**config.mk**
```make
export PLATFORM = sky130hd
export DESIGN_NAME = bloom_filter_unit
export DESIGN_NICKNAME = d
export VERILOG_FILES = /design/src/rtl/bloom_pkg.sv /design/src/rtl/bloom_hash.sv /design/src/rtl/bloom_filter_unit.sv
export SDC_FILE = /design/constraint.sdc
export NUM_CORES = 1
export LEC_CHECK = 0
export BUFFER_PORTS_ARGS = -buffer_cell sky130_fd_sc_hd__buf_2
export CAP_MARGIN = 20
export CORE_UTILIZATION = 45
export DETAILED_ROUTE_END_ITERATION = 7
export SLEW_MARGIN = 25
export SYNTH_ARGS = -nofsm -noshare
export SYNTH_HDL_FRONTEND = slang
export SYNTH_SLANG_ARGS = --single-unit
export TNS_END_PERCENT = 20
```
**constraint.sdc**
```tcl
create_clock -name clk_i -period 10 [get_ports clk_i]
set_input_delay 0.5 -clock clk_i [delete_from_list [all_inputs] [get_ports clk_i]]
set_output_delay 0.5 -clock clk_i [all_outputs]
set_load 0.02 [all_outputs]
```
**src/rtl/bloom_pkg.sv**
```systemverilog
// Shared types and constants for the Bloom filter engine.
// Optional build macro: BLOOM_EARLY_EXIT_EN (CHECK stops hashing at the first zero bit).
package bloom_pkg;

  typedef enum logic [1:0] {
    OP_NOP    = 2'b00,
    OP_INSERT = 2'b01,
    OP_CHECK  = 2'b10,
    OP_CLEAR  = 2'b11
  } bloom_op_e;

  typedef enum logic [1:0] {
    ST_IDLE  = 2'b00,
    ST_HASH  = 2'b01,
    ST_CLEAR = 2'b10,
    ST_RESP  = 2'b11
  } bloom_state_e;

  localparam logic [31:0] HASH_MULT = 32'h045D9F3B;

  // One seed per hash function; K_HASH selects how many are used.
  localparam logic [31:0] SEED [0:7] = '{
    32'h9E3779B9, 32'h7F4A7C15, 32'hF39CC060, 32'h5CEDC834,
    32'hB5297A4D, 32'h68E31DA4, 32'h1B56C4E9, 32'hD2A98B26
  };

endpackage

```
**src/rtl/bloom_hash.sv**
```systemverilog
// Seeded xor-shift-multiply hash producing one bit-array index.
// Purely combinational; the engine shares one instance across its hash cycles.
module bloom_hash
  import bloom_pkg::*;
#(
  parameter int IDX_W = 8
) (
  input  logic [31:0]      data,
  input  logic [31:0]      seed,
  output logic [IDX_W-1:0] idx
);

  logic [31:0] mix_s;
  logic [31:0] fold_s;
  logic [31:0] prod_s;

  // Mix key with seed, fold the high half down, multiply; top bits are best mixed.
  always_comb begin
    mix_s  = data ^ seed;
    fold_s = mix_s ^ (mix_s >> 16);
    prod_s = fold_s * HASH_MULT;
    idx    = prod_s[31 -: IDX_W];
  end

endmodule

```
**src/rtl/bloom_filter_unit.sv**
```systemverilog
// Multi-cycle Bloom filter engine (INSERT / CHECK / CLEAR / NOP) for the EX path.
// One hash index per cycle through a shared bloom_hash, M_BITS array held as 32-bit words.
// Optional build macro: BLOOM_EARLY_EXIT_EN -- a CHECK leaves HASH right after the
// first zero bit is read; when undefined every CHECK evaluates all K_HASH indices.
module bloom_filter_unit
  import bloom_pkg::*;
#(
  parameter int M_BITS = 256,
  parameter int K_HASH = 3
) (
  input  logic        clk_i,
  input  logic        rst_ni,
  input  logic        req_valid_i,
  output logic        req_ready_o,
  input  logic [1:0]  req_op_i,
  input  logic [31:0] req_data_i,
  output logic        resp_valid_o,
  output logic        resp_match_o,
  output logic        busy_o
);

  localparam int IDX_W  = $clog2(M_BITS);
  localparam int WORDS  = M_BITS / 32;
  localparam int WORD_W = $clog2(WORDS);
  // Counter must reach both the last word and the last hash (up to 8 hashes).
  localparam int CNT_W  = (WORD_W > 3) ? WORD_W : 3;
  localparam logic [CNT_W-1:0] HASH_LAST = CNT_W'(K_HASH - 1);
  localparam logic [CNT_W-1:0] WORD_LAST = CNT_W'(WORDS - 1);

  bloom_state_e     state_r, next_state_s;
  bloom_op_e        op_r;
  logic [31:0]      data_r;
  logic [CNT_W-1:0] cnt_r, cnt_next_s;
  logic             match_acc_r, match_next_s;
  logic [31:0]      words_r [WORDS];
  logic             ready_r, busy_r, resp_valid_r, resp_match_r;
  logic [IDX_W-1:0] idx_s;
  logic             bit_s;
  logic             accept_s;

  assign accept_s = req_valid_i && (state_r == ST_IDLE);

  bloom_hash #(.IDX_W(IDX_W)) u_hash (
    .data (data_r),
    .seed (SEED[cnt_r[2:0]]),
    .idx  (idx_s)
  );

  // Combinational read of the addressed membership bit.
  always_comb begin
    bit_s = words_r[idx_s[IDX_W-1:5]][idx_s[4:0]];
  end

  // Next-state, counter and match-accumulator logic.
  always_comb begin
    next_state_s = state_r;
    cnt_next_s   = cnt_r;
    match_next_s = match_acc_r;
    case (state_r)
      ST_IDLE: begin
        if (req_valid_i) begin
          cnt_next_s   = {CNT_W{1'b0}};
          match_next_s = 1'b1;
          case (bloom_op_e'(req_op_i))
            OP_INSERT: next_state_s = ST_HASH;
            OP_CHECK:  next_state_s = ST_HASH;
            OP_CLEAR:  next_state_s = ST_CLEAR;
            OP_NOP:    next_state_s = ST_RESP;
            default:   next_state_s = ST_IDLE;
          endcase
        end else begin
          next_state_s = ST_IDLE;
        end
      end
      ST_HASH: begin
        if (op_r == OP_CHECK) begin
          match_next_s = match_acc_r & bit_s;
        end else begin
          match_next_s = match_acc_r;
        end
        if (cnt_r == HASH_LAST) begin
          next_state_s = ST_RESP;
        end else begin
          cnt_next_s = cnt_r + CNT_W'(1);
        end
`ifdef BLOOM_EARLY_EXIT_EN
        if ((op_r == OP_CHECK) && !bit_s) begin
          next_state_s = ST_RESP;
        end else begin
          next_state_s = next_state_s;
        end
`endif
      end
      ST_CLEAR: begin
        if (cnt_r == WORD_LAST) begin
          next_state_s = ST_RESP;
        end else begin
          cnt_next_s = cnt_r + CNT_W'(1);
        end
      end
      ST_RESP: begin
        next_state_s = ST_IDLE;
      end
      default: begin
        next_state_s = ST_IDLE;
      end
    endcase
  end

  // FSM state register.
  always_ff @(posedge clk_i or negedge rst_ni) begin
    if (!rst_ni) begin
      state_r <= ST_IDLE;
    end else begin
      state_r <= next_state_s;
    end
  end

  // Operation latches, counter and match accumulator.
  always_ff @(posedge clk_i or negedge rst_ni) begin
    if (!rst_ni) begin
      op_r        <= OP_NOP;
      data_r      <= 32'h0;
      cnt_r       <= {CNT_W{1'b0}};
      match_acc_r <= 1'b0;
    end else begin
      if (accept_s) begin
        op_r   <= bloom_op_e'(req_op_i);
        data_r <= req_data_i;
      end
      cnt_r       <= cnt_next_s;
      match_acc_r <= match_next_s;
    end
  end

  // Membership array: set a bit per INSERT hash cycle, wipe one word per CLEAR cycle.
  always_ff @(posedge clk_i or negedge rst_ni) begin
    if (!rst_ni) begin
      for (int w = 0; w < WORDS; w++) begin
        words_r[w] <= 32'h0;
      end
    end else if ((state_r == ST_HASH) && (op_r == OP_INSERT)) begin
      words_r[idx_s[IDX_W-1:5]][idx_s[4:0]] <= 1'b1;
    end else if (state_r == ST_CLEAR) begin
      words_r[cnt_r[WORD_W-1:0]] <= 32'h0;
    end
  end

  // Registered handshake/status outputs, decoded from the upcoming state.
  always_ff @(posedge clk_i or negedge rst_ni) begin
    if (!rst_ni) begin
      ready_r      <= 1'b1;
      busy_r       <= 1'b0;
      resp_valid_r <= 1'b0;
      resp_match_r <= 1'b0;
    end else begin
      ready_r      <= (next_state_s == ST_IDLE);
      busy_r       <= (next_state_s != ST_IDLE);
      resp_valid_r <= (next_state_s == ST_RESP);
      // Only a CHECK reaches RESP from HASH with a meaningful match.
      resp_match_r <= (next_state_s == ST_RESP) && (state_r == ST_HASH) &&
                      (op_r == OP_CHECK) && match_next_s;
    end
  end

  assign req_ready_o  = ready_r;
  assign busy_o       = busy_r;
  assign resp_valid_o = resp_valid_r;
  assign resp_match_o = resp_match_r;

endmodule
```
==> impl_metrics.env <==
export IMPL_synth_top_flop_cell="dfrtp_1"
export IMPL_yosys_warnings=0
export IMPL_fmax_ghz=0.104
export IMPL_startpoint_type="flop"
export IMPL_crit_required_ns=10.48
export IMPL_initial_core_util_pct=45.9
export IMPL_cpMostUsedCell="inv_1"
export IMPL_rr_worst_depth=34
export IMPL_clkSinkCount=300
export IMPL_ys_ff_latch=300
export IMPL_end_kind="flop"
export IMPL_final_antenna_net_count=0
export IMPL_area_growth_pct=12.2
export IMPL_tightest_slew_ns=0.907
export IMPL_finalSetupViolCount=0
export IMPL_hold_class="in2reg"
export IMPL_slowest_stage="fa_1"
export IMPL_io_buffers=40
export IMPL_cp_slowest_stage_delay_ns=0.54
export IMPL_wire_per_inst_um=22.9
export IMPL_drt_wl_total_um=68200
export IMPL_mappedNetlistNets=2603
export IMPL_fill_cells=4484
export IMPL_vias_per_cell=5.67
export IMPL_ff2ff_setup_slack_ns=0.36
export IMPL_place_inst=2906
export IMPL_slew_viol_final=0
export IMPL_coreArea_mm2=0.0504
export IMPL_first_global_vias=18000
export IMPL_num_rows=82
export IMPL_synthDistinctLibCells=76
export IMPL_synth_seq_area_share_pct=32.5
export IMPL_seqCellArea_mm2=0.00751
export IMPL_cp_top_family="adder cells"
export IMPL_cts_buffers=31
export IMPL_maxCapViolCount=0
export IMPL_relSlewSlack_pct=39.3
export IMPL_ios=41
export IMPL_synth_common_cells="inv_1 (378), dfrtp_1 (299), nand2_1 (233)"
export IMPL_startpoint="cnt_r[0]$_DFFE_PN0P_"
export IMPL_cp_arrival_ns=10.13
export IMPL_fin_crit_ns=9.64
export IMPL_yosysTopAreaCell="dfrtp_1"
export IMPL_drtIter0Drc=1251
export IMPL_dp_hpwl_um=50000
export IMPL_fin_skew_ns=0.0326
export IMPL_grt_pass1_wl_um=107000
export IMPL_place_area_mm2=0.0245
export IMPL_status="finished, final reports clean"
export IMPL_grt_max_degree=81
export IMPL_cts_clk_slew_worst_paths_ns=0.07
export IMPL_clockBufferDepth=3
export IMPL_die_area_mm2=0.0523
export IMPL_fin_nets=2694
export IMPL_drive_above_1_share_pct=13.9
export IMPL_whs_path_depth=2
export IMPL_gr_total_overflow=0
export IMPL_drc=0
export IMPL_holdCritStartpoint="req_data_i[27]"
export IMPL_cts_tree="yes"
export IMPL_crit_type="reg2reg"
export IMPL_r2r_start="cnt_r[0]$_DFFE_PN0P_"
export IMPL_syn_cell_area_mm2=0.0231
export IMPL_synth_edf_count=0
export IMPL_hold_viol=0
export IMPL_firstDrtPassIters=7
export IMPL_finalWorstSetupSlack_ns=0.356
export IMPL_r2r_end="resp_match_o$_DFF_PN0_"
export IMPL_root_buffer="clkbuf_16"
export IMPL_final_cells=2975
export IMPL_place_ws_ns=-0.193
export IMPL_hold_path_end="data_r[27]$_DFFE_PN0P_"
export IMPL_final_util_pct=51.5
export IMPL_clock_latency_ns=0.61
export IMPL_multiInputGateArea_mm2=0.0140
export IMPL_synthDominantCellAreaShare_pct=32.4
export IMPL_vias=16900
export IMPL_die_h_um=229
export IMPL_critPathMaxFanout=18
export IMPL_synth_most_common_cell="inv_1"
export IMPL_path_buf_inv=9
export IMPL_gp_congestion=0.936
export IMPL_antenna_found_initial=4
export IMPL_postSynthAreaPerCell_um2=10.6
export IMPL_grtUsageTotal_pct=26.6
export IMPL_rsz0062_at_grt="yes"
export IMPL_netlist_top_cells_area="dfrtp_1 (32%), fa_1 (18%), ha_1 (9.5%), inv_1 (6.1%), a22o_1 (4.9%)"
export IMPL_async_reset_ff_share_pct=100
export IMPL_postSynthCellCount=2184
export IMPL_post_route_period_util_pct=96.4
export IMPL_die_x_um=229
export IMPL_stdcell_area_mm2=0.0259
export IMPL_h_tree_depth=1
layout make-up:
type	count	area share [%]
timing repair buffer	138	4.09
inverter	381	5.52
clock inverter	14	0.917
sequential	300	29.0
tap	672	3.24
clock buffer	44	3.34
antenna	3	0.0290
multi-input combinational	1423	53.9
sequential cells by signal, indices dropped and copies added (netlist names):
| signal | count |
|---|---|
| op_r | 2 |
| resp_valid_o | 1 |
| state_r | 2 |
| resp_match_o | 1 |
| match_acc_r | 1 |
| busy_o | 1 |
| req_ready_o | 1 |
| data_r | 32 |
| cnt_r | 3 |
| words_r | 256 |
what timing repair did:
item | in CTS | in global routing
setup endpoints to repair | 3 | 151
buffers inserted | 1 | 4
hold buffers | 1 | 0
pin swaps | 0 | 2
resized for setup | 4 | 37
gates cloned | 0 | 2
hold endpoints to repair | 78 | 0
layout by cell type, fill, tap and decap left out, types with 5 or more instances in the layout:
master,n
inv_1,376
dfrtp_1,299
nand2_1,232
fa_1,207
ha_1,174
o21ai_0,147
a22o_1,128
buf_4,87
mux2i_1,80
xnor2_1,68
nor2_1,54
mux2_2,46
buf_2,39
a21oi_1,36
clkbuf_16,32
mux4_2,27
xor2_1,26
nand3_1,25
a211oi_1,16
and3_1,10
a21o_1,9
clkbuf_1,9
xnor2_2,8
nand2b_1,8
o22ai_1,7
nor3_1,7
or2_2,6
clkinv_2,6
bufinv_16,6
inv_2,5
nor2b_1,5
o211ai_1,5
nor2_2,5
nand4_1,5
buf_12,5
per-layer routing:
metal | GRT usage [%] | part of all wire (%) | up-vias
li1 | - | - | 7438
met1 | 37.4 | 44 | 8628
met2 | 41.5 | 45 | 659
met3 | 5.45 | 7.5 | 137
met4 | 7.86 | 2.9 | 2
met5 | 0 | 0.015 | -
per-stage QoR:
step	hold slack (ns)	TNS (ns)
after detailed placement	0.466	-0.209
after global placement	0.456	0
after global routing	0.125	-0.0467
final	0.138	0
after CTS	0.113	0
after floorplan	0.204	0
kinds of logic (layout without fill, tap and decap cells):
kind of cell               Yosys count  in the layout  synth area share (%)
AOI/OAI and AO/OA                  394            395                  11.8
xor gates and xnor gates           112            112                  4.70
adders and majority gates          382            382                  27.4
buffers and inverters              462            577                  7.98
DFF                                300            300                  32.5
muxes                              158            158                  8.70
other                                0              3                     0
and+or+nand+nor                    376            376                  6.94
how the worst max path moves through the flow:
| stage | to | slack, ns | cells past startpoint |
|---|---|---|---|
| floorplan | match_acc_r$_DFF_PN0_ | 0.48 | 37 |
| global placement | resp_match_o$_DFF_PN0_ | 0.05 | 35 |
| detailed placement | resp_match_o$_DFF_PN0_ | -0.19 | 31 |
| CTS | resp_match_o$_DFF_PN0_ | 0.01 | 36 |
| global route | resp_match_o$_DFF_PN0_ | -0.05 | 36 |
| finish | resp_match_o$_DFF_PN0_ | 0.36 | 34 |
Power is left out: the tool's default activity adds up to more than one toggle a clock period on the data nets, which glitch-free logic cannot reach.
